[src/rtl/code_route_ctrl_pkg.sv]
// Shared definitions for the code routing controller: FSM state encodings
// (also used by the display decoder) and width helpers.
package code_route_ctrl_pkg;

    typedef enum logic [1:0] {
        S_SET   = 2'd0,   // no valid password yet
        S_ARMED = 2'd1,   // password stored, waiting for a guess
        S_CHECK = 2'd2,   // single cycle comparing guess against password
        S_LOCK  = 2'd3    // timed lockout after too many failures
    } state_t;

    // Counter width for a down-counter that must hold cycles-1; never narrower than 1 bit.
    function automatic int timer_width(input int cycles);
        return (cycles > 1) ? $clog2(cycles) : 1;
    endfunction

endpackage

[src/rtl/code_route_ctrl_lock_timer.sv]
// Lockout down-counter. A load pulse starts a run of exactly CYCLES cycles;
// busy is high throughout and done pulses on the last cycle of the run.
module lock_timer
    import code_route_ctrl_pkg::*;
#(
    parameter int CYCLES = 8
) (
    input  logic clk,
    input  logic rst_n,
    input  logic load,
    output logic busy,
    output logic done
);

    localparam int TW = timer_width(CYCLES);
    localparam logic [TW-1:0] LOAD_VAL = TW'(CYCLES - 1);

    logic [TW-1:0] cnt_q, cnt_d;
    logic          busy_q, busy_d;

    // Next-count logic: load restarts the run, otherwise count down to zero and stop.
    always_comb begin
        cnt_d  = cnt_q;
        busy_d = busy_q;
        if (load) begin
            cnt_d  = LOAD_VAL;
            busy_d = 1'b1;
        end else if (busy_q) begin
            if (cnt_q == '0) begin
                busy_d = 1'b0;
            end else begin
                cnt_d = cnt_q - TW'(1);
            end
        end
    end

    // Counter state registers.
    always_ff @(posedge clk or negedge rst_n) begin
        if (!rst_n) begin
            cnt_q  <= '0;
            busy_q <= 1'b0;
        end else begin
            cnt_q  <= cnt_d;
            busy_q <= busy_d;
        end
    end

    assign busy = busy_q;
    assign done = busy_q && (cnt_q == '0);

endmodule

[src/rtl/code_route_ctrl.sv]
// Routes the live counter code into a password or guess register, checks each
// committed guess against the password, counts consecutive failures and runs
// a timed lockout once the failure limit is reached.
module code_route_ctrl
    import code_route_ctrl_pkg::*;
#(
    parameter int WIDTH       = 4,
    parameter int MAX_FAILS   = 3,
    parameter int LOCK_CYCLES = 50000000
) (
    input  logic                           clk,
    input  logic                           rst_n,
    input  logic [WIDTH-1:0]               code_in,
    input  logic                           mode,
    input  logic                           commit,
    input  logic                           clr,
    output logic [WIDTH-1:0]               pw_reg,
    output logic [WIDTH-1:0]               guess_reg,
    output logic                           pw_valid,
    output logic                           match,
    output logic                           mismatch,
    output logic                           locked,
    output logic [$clog2(MAX_FAILS+1)-1:0] fail_cnt
);

    localparam int CNT_W = $clog2(MAX_FAILS + 1);
    localparam logic [CNT_W-1:0] FAIL_LIMIT = CNT_W'(MAX_FAILS);

    state_t            state_q, state_d;
    logic [WIDTH-1:0]  pw_q, pw_d;
    logic [WIDTH-1:0]  guess_q, guess_d;
    logic              pw_valid_q, pw_valid_d;
    logic              match_q, match_d;
    logic              mismatch_q, mismatch_d;
    logic              locked_q, locked_d;
    logic [CNT_W-1:0]  fail_q, fail_d;
    logic [CNT_W-1:0]  fail_inc;
    logic              timer_load;
    logic              timer_busy;
    logic              timer_done;

    lock_timer #(
        .CYCLES (LOCK_CYCLES)
    ) u_lock_timer (
        .clk   (clk),
        .rst_n (rst_n),
        .load  (timer_load),
        .busy  (timer_busy),
        .done  (timer_done)
    );

    // Saturating increment so the counter can never wrap past the limit.
    assign fail_inc = (fail_q == FAIL_LIMIT) ? fail_q : fail_q + CNT_W'(1);

    // Next-state and next-output logic; clr always takes priority over commit.
    always_comb begin
        state_d    = state_q;
        pw_d       = pw_q;
        guess_d    = guess_q;
        pw_valid_d = pw_valid_q;
        match_d    = 1'b0;
        mismatch_d = 1'b0;
        locked_d   = locked_q;
        fail_d     = fail_q;
        timer_load = 1'b0;

        case (state_q)
            S_SET: begin
                // Guess-mode pulses have nothing to compare against yet.
                if (!mode) begin
                    if (clr) begin
                        pw_d = '0;
                    end else if (commit) begin
                        pw_d       = code_in;
                        pw_valid_d = 1'b1;
                        state_d    = S_ARMED;
                    end
                end
            end

            S_ARMED: begin
                if (mode) begin
                    if (clr) begin
                        guess_d = '0;
                    end else if (commit) begin
                        guess_d = code_in;
                        state_d = S_CHECK;
                    end
                end else begin
                    if (clr) begin
                        pw_d       = '0;
                        pw_valid_d = 1'b0;
                        fail_d     = '0;
                        state_d    = S_SET;
                    end else if (commit) begin
                        // New password forgives earlier failures.
                        pw_d   = code_in;
                        fail_d = '0;
                    end
                end
            end

            S_CHECK: begin
                if (guess_q == pw_q) begin
                    match_d = 1'b1;
                    fail_d  = '0;
                    state_d = S_ARMED;
                end else begin
                    mismatch_d = 1'b1;
                    fail_d     = fail_inc;
                    if (fail_inc == FAIL_LIMIT) begin
                        timer_load = 1'b1;
                        locked_d   = 1'b1;
                        state_d    = S_LOCK;
                    end else begin
                        state_d = S_ARMED;
                    end
                end
            end

            S_LOCK: begin
                // An idle timer here would otherwise hold the lock forever.
                if (timer_done || !timer_busy) begin
                    locked_d = 1'b0;
                    fail_d   = '0;
                    state_d  = S_ARMED;
                end
            end

            default: begin
                state_d = S_SET;
            end
        endcase
    end

    // State and registered-output flops.
    always_ff @(posedge clk or negedge rst_n) begin
        if (!rst_n) begin
            state_q    <= S_SET;
            pw_q       <= '0;
            guess_q    <= '0;
            pw_valid_q <= 1'b0;
            match_q    <= 1'b0;
            mismatch_q <= 1'b0;
            locked_q   <= 1'b0;
            fail_q     <= '0;
        end else begin
            state_q    <= state_d;
            pw_q       <= pw_d;
            guess_q    <= guess_d;
            pw_valid_q <= pw_valid_d;
            match_q    <= match_d;
            mismatch_q <= mismatch_d;
            locked_q   <= locked_d;
            fail_q     <= fail_d;
        end
    end

    assign pw_reg    = pw_q;
    assign guess_reg = guess_q;
    assign pw_valid  = pw_valid_q;
    assign match     = match_q;
    assign mismatch  = mismatch_q;
    assign locked    = locked_q;
    assign fail_cnt  = fail_q;

endmodule

[config.mk]
export PLATFORM = sky130hd
export DESIGN_NAME = code_route_ctrl
export DESIGN_NICKNAME = d
export VERILOG_FILES = /design/src/rtl/code_route_ctrl_pkg.sv /design/src/rtl/code_route_ctrl_lock_timer.sv /design/src/rtl/code_route_ctrl.sv
export SDC_FILE = /design/constraint.sdc
export NUM_CORES = 1
export LEC_CHECK = 0
export BUFFER_PORTS_ARGS = -buffer_cell sky130_fd_sc_hd__buf_2
export CORE_ASPECT_RATIO = 0.8
export CORE_UTILIZATION = 30
export CTS_CLUSTER_DIAMETER = 30
export DETAILED_ROUTE_END_ITERATION = 8
export PLACE_DENSITY = 0.58
export SYNTH_ARGS = -nofsm -noshare
export SYNTH_HDL_FRONTEND = slang
export SYNTH_SLANG_ARGS = --single-unit
[constraint.sdc]
create_clock -name clk -period 6.7 [get_ports clk]
set_input_delay 1.34 -clock clk [delete_from_list [all_inputs] [get_ports clk]]
set_output_delay 1.34 -clock clk [all_outputs]
set_load 0.03 [all_outputs]
[Word level (Yosys, flattened, before mapping)]
Cells that the tools add are included.
Word-level totals
  bits in registers: 43
  input bits: 9
  logic and storage cells: 92
Operators by class
  equal/unequal tests: 18
  add/subtract/negate cells: 2
  bitwise logic cells: 1
  multiplexer cells: 43
  reductions and logical operators: 18
Operator list (count)
  $mux W26: 3
  $mux W2: 16
  $logic_not A26 Y1: 1
  $sub A26 B1 Y26 const B: 1
  $mux W1: 18
  $ne A2 B2 Y1 const B: 9
  $ne A3 B3 Y1 const B: 3
  $eq A2 B2 Y1 const B: 4
  $mux W4: 2
  $pmux W2 S4: 1
  $reduce_and A4 Y1: 2
  $reduce_bool A2 Y1: 4
  $reduce_and A7 Y1: 1
  $pmux W2 S3: 1
  $reduce_and A3 Y1: 2
  $reduce_and A6 Y1: 1
  $eq A4 B4 Y1: 1
  $pmux W1 S2: 2
  $reduce_bool A3 Y1: 1
  $add A2 B1 Y2 const B: 1
  $eq A2 B1 Y1 const B: 1
  $logic_not A2 Y1: 1
  $reduce_and A2 Y1: 1
  $reduce_or A2 Y1: 1
  4 further kinds: 4

[Depth between registers and ports, before layout]
  word-level depth: 8
  gate-level depth with buffers: 8

[Modules after synthesis]
Synthesis repeated with hierarchy kept, for this count alone.
Unflattened totals
  cell total of the unflattened synthesis: 237
  area total of the unflattened synthesis: 2423.6 um^2
Modules (own cells, without submodules)
  lock_timer: seq. area each 675.6 um^2, cells an instance 151, area an instance 1525.2 um^2, instances 1
  code_route_ctrl: seq. area each 400.4 um^2, cells an instance 86, area an instance 898.4 um^2, instances 1

[Worst setup path after synthesis]
OpenSTA, ideal clock, no wires.
  path type: in2reg
  from: input clr
  to: register fail_q[0] (netlist: fail_cnt[0])
  setup time: 125 ps
  cell stages on the path: 4
  required time: 6575 ps
  slack: 4328 ps
  buffers on the path: 0
  arrival: 2247 ps
  cell sequence: o21ai_0 -> a21oi_1 -> o21ai_2 -> mux2_2
Between the ends
  word-level cells in the longest chain between the ends: 3
  elaborated cells on any way between the ends: 5
  classes of those cells: 1 x eq/ne; 3 x mux; 1 x reduce/logical
Ends and longest elaborated chain
  start, declared: RTL line code_route_ctrl.sv:16  | input logic clr,
  $mux W2: RTL line code_route_ctrl.sv:90  | if (clr) begin
  $mux W2: RTL line code_route_ctrl.sv:82  | if (mode) begin
  $pmux W2 S3: RTL line code_route_ctrl.sv:67  | case (state_q)
  end signal, assigned: RTL line code_route_ctrl.sv:155  | fail_q <= fail_d;
  end, declared: RTL line code_route_ctrl.sv:36  | logic [CNT_W-1:0] fail_q, fail_d;
Parallel ways exist; a longest one is shown, timed or not. The select of a mux whose other input is x is not followed.
A chain may end at the register's enable or synchronous reset.

[Worst setup path in the final report]
  from: register u_lock_timer.cnt_q[0]
  to: register u_lock_timer.cnt_q[18]
Between the ends
  word-level cells in the longest chain between the ends: 4
  elaborated cells on any way between the ends: 7
  classes of those cells: 1 x add/sub; 1 x eq/ne; 3 x mux; 2 x reduce/logical
Ends and longest elaborated chain
  start, declared: RTL line code_route_ctrl_lock_timer.sv:18  | logic [TW-1:0] cnt_q, cnt_d;
  start signal, assigned: RTL line code_route_ctrl_lock_timer.sv:43  | cnt_q <= cnt_d;
  $sub A26 B1 Y26: RTL line code_route_ctrl_lock_timer.sv:32  | cnt_d = cnt_q - TW'(1);
  $mux W26: RTL line code_route_ctrl_lock_timer.sv:29  | if (cnt_q == '0) begin
  $mux W26: RTL line code_route_ctrl_lock_timer.sv:28  | end else if (busy_q) begin
  $mux W26: RTL line code_route_ctrl_lock_timer.sv:25  | if (load) begin
Parallel ways exist; a longest one is shown, timed or not. The select of a mux whose other input is x is not followed.

==> reports/metrics.yaml <==
power_density_nw_per_um2: 490
synth_ff_type: "dfrtp_1"
ioPinCount: 23
p_comb_frac: 0.468
fin_crit_sh: 0.417
fillers: 784
wl_mm: 4.98
maxCapViolCount: 0
stdcell_count: 359
final_hold_viol_count: 0
core_area_um2: 7430
worstHoldPathType: "reg2reg"
yosysTopAreaCell: "dfrtp_1"
final.setup.tns_ns: 0
synth_top_area_frac: 0.465
preCtsSetupSlack_ns: 3.93
sw_frac_of_total: 0.448
ir_drop_v: 0.000164
io_buffer_count: 22
antenna_left: 0
clkSlewWorstSetupHoldPaths_ns: 0.08
cts-root-buf: "clkbuf_8"
grt_pass1_vias: 1631
grt_use_total: 0.132
cp-end-kind: "flop"
yosysSeqAreaShare: 0.465
ys_warn_count: 0
first_iter_violations: 102
dieArea_um2: 8070
holdBufCountCts: 0
ys_seq_elements: 43
antenna_cells: 0
yosysUniqueCellTypes: 53
slew-limit-headroom: 0.355
cts_resized: 0
vias: 1785
die_height_um: 80.5
switchingPower_mw: 0.578
fin_ws_ns: 3.90
cp-start-kind: "flop"
p_seq_frac: 0.367
syn_area_um2: 2310
synth_area_leaders: "dfrtp_1, ha_1, xnor2_1"
grt_pass1_wl_mm: 8.22
clkSinkCount: 43
overflow: 0
setup_viol: 0
wire_per_inst_um: 13.9
synthCells: 231
p_clk_frac: 0.165
vias_per_cell: 4.97
synthArstFlopShare: 1.00
synth_edf_count: 0
drv_slew: 0
cts_buffers: 5
fin_crit_ns: 2.80
h-tree-depth: 2
rsz0062_at_grt: "false"
hpwl_mm: 3.45
largest_reg_flops: 26
row_count: 28
cts_tree: "done"
seqCellArea_um2: 1080
multi_input_area_um2: 1160
post_cts.repair.setup_buffers: 0
area_growth_pct: 13.8
postSynthAreaPerCell_um2: 10.0
antenna_found_initial: 0
arrival_ns: 2.99
grt_max_degree: 44
place_inst: 351
fmax_mhz: 358
power_mw: 1.29
drt_pass1_iterations: 4
crit_fanout: 7
die_w_um: 100
initial_core_util: 0.311
synth_nets: 247
worstPathRequired_ns: 6.89
gp_congestion: 0.809
fin_nets: 269
p_int_mw: 0.712
max_slew.worst_pin.slew_ns: 0.968
status: "finished clean"
worst_skew_pair.late_latency_ns: 0.30
layout-drive-gt1-share: 0.169
cts_buffer_depth: 2
p_leak_nw: 1.19
critPathKind: "reg2reg"
drc_errors: 0
skew_ns: 0.00786
per-layer routing:
layer,up-vias,track usage,share of wire
li1,894,-,-
met1,862,0.193,0.52
met2,22,0.190,0.44
met3,7,0.0261,0.023
met4,0,0.0522,0.016
met5,-,0,0
metrics by stage:
| step | hold slack, ns | util | cell area, µm² |
|---|---|---|---|
| 5_1_grt | 0.545 | 0.354 | 2630 |
| 3_3_place_gp | 0.507 | 0.339 | 2510 |
| 2_1_floorplan | 0.483 | - | 2310 |
| 4_1_cts | 0.533 | 0.354 | 2630 |
| 3_5_place_dp | 0.498 | 0.339 | 2510 |
| 6_report | 0.528 | 0.354 | 2630 |
power groups by stage:
stage / logic [mW] / registers [mW] / clock network (mW)
2_1_floorplan: 0.427 / 0.520 / 0
4_1_cts: 0.606 / 0.473 / 0.218
6_report: 0.605 / 0.474 / 0.213
5_1_grt: 0.667 / 0.490 / 0.228
3_5_place_dp: 0.601 / 0.476 / 0
3_3_place_gp: 0.592 / 0.475 / 0
worst max-delay path: stages (launching register included):
cell,delay [ns]
dfrtp_1,0.43
inv_1,0.07
ha_1,0.18
nor3b_1,0.54
nand4_1,0.34
a211oi_1,0.74
a21oi_1,0.15
a31o_2,0.23
final cells by class:
type / count / area share
repair buffers: 22 / 0.0418
clock inverters: 2 / 0.0133
clock buffers: 6 / 0.0314
multi-input cells: 171 / 0.441
flip-flops and latches: 43 / 0.409
inverters: 10 / 0.0143
well taps: 105 / 0.0499
Yosys cell counts (7+ instances only):
cell type,instances
ha_1,7
nand3_1,9
nand2_1,19
inv_1,10
o21ai_0,15
nor2_1,14
xnor2_1,9
dfrtp_1,43
or3_1,8
a21oi_1,13
path summary, 6_finish.rpt:
path | from | end | slack (ns) | depth (start not counted)
max in group asynchronous | rst_n | u_lock_timer.cnt_q[22] | 4.90 | 1
max reg2reg | u_lock_timer.cnt_q[0] | u_lock_timer.cnt_q[18] | 3.90 | 7
max | u_lock_timer.cnt_q[0] | u_lock_timer.cnt_q[18] | 3.90 | 7
min | u_lock_timer.cnt_q[13] | u_lock_timer.cnt_q[13] | 0.53 | 2
min in group asynchronous | rst_n | pw_valid | 1.19 | 1
min reg2reg | u_lock_timer.cnt_q[13] | u_lock_timer.cnt_q[13] | 0.53 | 2
cells by family after synthesis:
family,after synthesis,share of synthesized area
simple gates,86,0.198
fa+ha+maj,7,0.0379
xor+xnor,11,0.0416
flops,43,0.465
mux,6,0.0276
buf+inv,17,0.0335
compound gates,61,0.196
placed cells by master (no fill, tap or decap), types with 6 or more instances in the layout:
cell type  count
a21oi_1       13
o21ai_0       15
nand2_1       19
nor2_1        14
o31ai_1        6
or4_1          6
or3_1          8
clkbuf_8       6
nand3_1        9
buf_2         22
ha_1           7
dfrtp_1       43
nor3_1         6
inv_1         10
xnor2_1        9
Note: power is estimated with default switching activity, not from simulation.
